==> src/rtl/inst_fetch.sv <==
// Instruction fetch unit: keeps a fetch PC, issues one instruction-memory request at a time
// and buffers returned words in a 2-entry in-order FIFO, with redirect/flush handling.
module inst_fetch #(
  parameter logic [31:0] RESET_PC = 32'h0000_0000
) (
  input  logic        clk,
  input  logic        rst_n,
  input  logic        redirect_i,
  input  logic [31:0] redirect_pc_i,
  output logic        imem_req_o,
  output logic [31:0] imem_addr_o,
  input  logic        imem_gnt_i,
  input  logic        imem_rvalid_i,
  input  logic [31:0] imem_rdata_i,
  output logic        inst_valid_o,
  output logic [31:0] inst_o,
  output logic [31:0] inst_pc_o,
  input  logic        inst_ready_i
);

  typedef enum logic [1:0] {IDLE, WAIT_GNT, WAIT_RSP, FLUSH} state_t;

  state_t            state_q, state_d;
  logic [31:0]       fpc_q, fpc_d;
  logic              req_q, req_d;
  logic [31:0]       addr_q, addr_d;
  logic [31:0]       req_pc_q, req_pc_d;
  logic [1:0][31:0]  pc_mem_q, pc_mem_d;
  logic [1:0][31:0]  inst_mem_q, inst_mem_d;
  logic              rd_ptr_q, rd_ptr_d;
  logic [1:0]        count_q, count_d;

  logic push, pop, wr_ptr, outstanding;

  assign outstanding  = (state_q == WAIT_RSP);
  assign wr_ptr       = rd_ptr_q ^ count_q[0];
  assign imem_req_o   = req_q;
  assign imem_addr_o  = addr_q;
  assign inst_valid_o = (count_q != 2'd0);
  assign inst_o       = inst_valid_o ? inst_mem_q[rd_ptr_q] : 32'd0;
  assign inst_pc_o    = inst_valid_o ? pc_mem_q[rd_ptr_q]   : 32'd0;

  always_comb begin
    state_d    = state_q;
    fpc_d      = fpc_q;
    req_d      = req_q;
    addr_d     = addr_q;
    req_pc_d   = req_pc_q;
    pc_mem_d   = pc_mem_q;
    inst_mem_d = inst_mem_q;
    rd_ptr_d   = rd_ptr_q;
    count_d    = count_q;
    push       = 1'b0;
    pop        = inst_valid_o && inst_ready_i;

    case (state_q)
      IDLE: begin
        if (!redirect_i && (({1'b0, count_q} + {2'b00, outstanding}) < 3'd2)) begin
          req_d   = 1'b1;
          addr_d  = fpc_q;
          state_d = WAIT_GNT;
        end
      end
      WAIT_GNT: begin
        if (redirect_i) begin
          req_d   = 1'b0;
          addr_d  = 32'd0;
          state_d = imem_gnt_i ? FLUSH : IDLE;
        end else if (imem_gnt_i) begin
          req_d    = 1'b0;
          addr_d   = 32'd0;
          req_pc_d = addr_q;
          fpc_d    = fpc_q + 32'd4;
          state_d  = WAIT_RSP;
        end
      end
      WAIT_RSP: begin
        if (redirect_i) begin
          state_d = imem_rvalid_i ? IDLE : FLUSH;
        end else if (imem_rvalid_i) begin
          push    = 1'b1;
          state_d = IDLE;
        end
      end
      FLUSH: begin
        if (imem_rvalid_i) state_d = IDLE;
      end
      default: state_d = IDLE;
    endcase

    if (push) begin
      pc_mem_d[wr_ptr]   = req_pc_q;
      inst_mem_d[wr_ptr] = imem_rdata_i;
    end
    if (pop) rd_ptr_d = ~rd_ptr_q;

    case ({push, pop})
      2'b10:   count_d = count_q + 2'd1;
      2'b01:   count_d = count_q - 2'd1;
      default: count_d = count_q;
    endcase

    // A redirect wins over the sequential PC step and discards everything buffered.
    if (redirect_i) begin
      fpc_d    = {redirect_pc_i[31:2], 2'b00};
      count_d  = 2'd0;
      rd_ptr_d = 1'b0;
    end
  end

  always_ff @(posedge clk) begin
    if (!rst_n) begin
      state_q    <= IDLE;
      fpc_q      <= RESET_PC;
      req_q      <= 1'b0;
      addr_q     <= 32'd0;
      req_pc_q   <= 32'd0;
      pc_mem_q   <= '0;
      inst_mem_q <= '0;
      rd_ptr_q   <= 1'b0;
      count_q    <= 2'd0;
    end else begin
      state_q    <= state_d;
      fpc_q      <= fpc_d;
      req_q      <= req_d;
      addr_q     <= addr_d;
      req_pc_q   <= req_pc_d;
      pc_mem_q   <= pc_mem_d;
      inst_mem_q <= inst_mem_d;
      rd_ptr_q   <= rd_ptr_d;
      count_q    <= count_d;
    end
  end

endmodule
==> config.mk <==
export PLATFORM = sky130hd
export DESIGN_NAME = inst_fetch
export DESIGN_NICKNAME = d
export VERILOG_FILES = /design/src/rtl/inst_fetch.sv
export SDC_FILE = /design/constraint.sdc
export NUM_CORES = 1
export LEC_CHECK = 0
export ABC_AREA = 1
export BUFFER_PORTS_ARGS = -buffer_cell sky130_fd_sc_hd__buf_2
export CAP_MARGIN = 20
export CORE_MARGIN = 2
export CORE_UTILIZATION = 55
export DETAILED_ROUTE_END_ITERATION = 12
export PLACE_DENSITY = 0.9
export SLEW_MARGIN = 20
export SYNTH_ARGS = -nofsm -noshare
export SYNTH_HDL_FRONTEND = slang
export SYNTH_SLANG_ARGS = --single-unit
==> constraint.sdc <==
create_clock -name clk -period 4.4 [get_ports clk]
set_input_delay 0.22 -clock clk [delete_from_list [all_inputs] [get_ports clk]]
set_output_delay 0.22 -clock clk [all_outputs]
set_load 0.005 [all_outputs]
==> results by group <==
Outcome
  – Status: finished, final reports clean

Route
  – Starting DRT DRC Count: 983
  – Vias/cell: around 5.4
  – # DRC: 0
  – Vias: 9694
  – WL final: 26.6 mm
  – Final antenna-violating net count: 0
  – Wire per inst: roughly 15 µm
  – Drt pass-1 iters: 5

Die
  – Top Ports: 168
  – DIE WIDTH: 137 µm
  – CORE AREA: roughly 0.017 mm²
  – Initial Util: 56.2%
  – Die area: 0.0187 mm²
  – Die height: 137 µm
  – Rows: 48

GRT
  – Global route overflow: 0
  – Antenna violations before repair: 0
  – GRT Util Overall: 27.5%
  – Vias in the first global route: 8824
  – First-pass GRT wire length: 42.1 mm
  – Largest net degree at the start of global routing: 95

Clocking
  – Post-CTS Setup Bufs: 0
  – H-tree depth: 1
  – Worst-path clk slew: roughly 0.060 ns
  – TritonCTS sink count: 220
  – TritonCTS Buffers: 23
  – Clock Path Buffers: 3
  – Root buf cell: clkbuf_16
  – Clock Latency Late Sink: 0.50 ns
  – TritonCTS clock tree: done

Placed design
  – Placed insts: 1717
  – Placer Congestion: just under 0.9
  – Pre-CTS setup slack: 1.92 ns
  – IO Port Bufs: 161
  – Detailed placement HPWL: around 16 mm

Critical path
  – Startpoint Class: register
  – R2r endpoint: req_pc_q[25]$_SDFFE_PN0P_
  – Critical path origin: rd_ptr_q$_SDFFE_PP0P_
  – R2R cell count: 9
  – Worst R2R Start: state_q[1]$_SDFFE_PN0P_
  – Worst Setup EP: inst_o[21]
  – Crit-path max FO: 41
  – Req. time, crit path: 4.18 ns
  – CP endpoint kind: output port
  – Critical path arrival: 2.44 ns
  – Reg2Reg Setup Slack: 1.91 ns
  – CP Class: register to output port

Timing
  – Setup Skew: 0.0108 ns
  – Max Fclk: 376 MHz
  – Setup Viol. Count Final: 0
  – Unrepaired setup endpoints after global routing: no
  – Final Critical Period: 2.66 ns
  – Pins Over Slew Limit: 0
  – Hold Vio Cnt, Final: 0
  – Relative slew slack: 42.5%
  – Tcrit/Tclk final: 60.5%
  – Fin worst setup slack: 1.74 ns
  – Worst-Margin Slew: approximately 0.86 ns
  – Setup TNS: 0 ns

Synthesis
  – Synth unique cells: 37
  – Syn Inst Count: 1411
  – Sequential area share after synthesis: 45.5%
  – Synth warn: 0
  – Syn_area_per_cell: between 6 and 7 µm²
  – Cell Area, Synth: around 0.0097 mm²
  – FFs w/ async S/R, synth: 0%
  – Post-synth top flop: dfxtp_1
  – Post-synthesis register bit count: 220
  – EDFF count, synth: 0

Power
  – Power Dens Cells: slightly below 400 mW/mm²
  – Maximum vdd drop: approximately 0.00032 V
  – Pwr Total: between 4 and 5 mW
  – P_leak: 5.00 nW

Worst hold path
  – Hold Crit Class: primary input to register

Final layout
  – Most frequent cells in the layout: nor2_1, nand2_1, dfxtp_1
  – Final net count: between 1500 and 2000
  – # fillers: ~1400
  – Area growth syn-to-layout: 19.8%
  – Share of layout cells above drive strength 1: 15.8%
  – N_diodes: 0
  – Finished Layout Cells: 1795
  – Leading cell type in the layout, fill and taps excluded: nor2_1

Job
  – Count of max-cap constraint violations: 0
-- worst min-delay path by stage --
stage / from / to / slack (ns) / cells past startpoint
floorplan: imem_rdata_i[8] / inst_mem_q[40]$_SDFFE_PN0P_ / 0.35 / 2
global placement: imem_rdata_i[10] / inst_mem_q[10]$_SDFFE_PN0P_ / 0.46 / 3
detailed placement: imem_rdata_i[8] / inst_mem_q[8]$_SDFFE_PN0P_ / 0.46 / 3
CTS: redirect_pc_i[3] / fpc_q[3]$_SDFFE_PN0P_ / 0.0001 / 3
global route: redirect_pc_i[3] / fpc_q[3]$_SDFFE_PN0P_ / 0.02 / 3
finish: redirect_pc_i[3] / fpc_q[3]$_SDFFE_PN0P_ / 0.006 / 3
-- report_power, final --
part | switching [mW] | leakage (nW) | internal [mW]
logic | 0.239 | 2.82 | 0.144
clock network | 0.772 | 0.396 | 1.29
registers | 0.0733 | 1.78 | 2.07
total | 1.08 | 5.00 | 3.50
-- flip-flops by register name (all words and copies together) (netlist names), 2 cells and up --
signal       cells
inst_mem_q      64
pc_mem_q        60
fpc_q           30
imem_addr_o     30
req_pc_q        30
count_q          2
state_q          2
-- metal layers --
layer	vias up	global-route usage [%]	routed length, µm
met4	0	7.81	534
li1	4792	-	-
met1	4429	36.8	11400
met3	46	3.74	2340
met2	427	46.4	12400
met5	-	0	0
-- worst max-delay path: stages, from the launching register on --
cell and delay, ns:
dfxtp_2 0.43, inv_2 0.63, buf_4 0.42, nand2_1 0.11, a21oi_1 0.19, buf_2 0.15
-- through the flow --
stage	hold WS [ns]	utilization (%)	instance area (µm²)
after floorplan	0.355	-	9690
after global placement	0.460	60.2	10400
after detailed placement	0.465	60.3	10400
after CTS	0.000135	67.3	11600
after global routing	0.0186	67.3	11600
final	0.00565	67.3	11600
-- cell usage after synthesis, drive strengths merged, types with 3 or more instances --
| cell | number | area (µm²) |
|---|---|---|
| nand4 | 3 | 33.8 |
| a21oi | 119 | 611 |
| inv | 47 | 176 |
| o21ai | 161 | 806 |
| a22oi | 6 | 45.0 |
| clkbuf | 43 | 161 |
| nor2 | 381 | 1490 |
| dfxtp | 220 | 4400 |
| buf | 52 | 340 |
| a31oi | 6 | 37.5 |
| nand2 | 314 | 1190 |
| xor2 | 3 | 26.3 |
| nand3 | 36 | 185 |
| xnor2 | 4 | 35.0 |
-- logic make-up after synthesis --
kind of cell | share of synthesized area (%)
buf+inv | 7.01
simple gates | 30.4
flops | 45.5
compound gates | 16.2
fa+ha+maj | 0.258
xor+xnor | 0.633
other cells | 0.0387
-- final cells by class --
class | count | area, µm² | area share (%)
sequential | 220 | 4410 | 38.0
tap | 225 | 282 | 2.43
clock buffer | 33 | 673 | 5.81
multi-input combinational | 1052 | 4620 | 39.8
timing repair buffer | 211 | 1300 | 11.2
inverter | 47 | 176 | 1.52
clock inverter | 7 | 141 | 1.22
-- repair_timing --
item,in CTS,in global routing
endpoints found under the setup margin,0,0
endpoints found under the hold margin,70,0
hold buffers,38,0
gates resized for setup,0,0
Note: power is estimated with default switching activity, not from simulation.
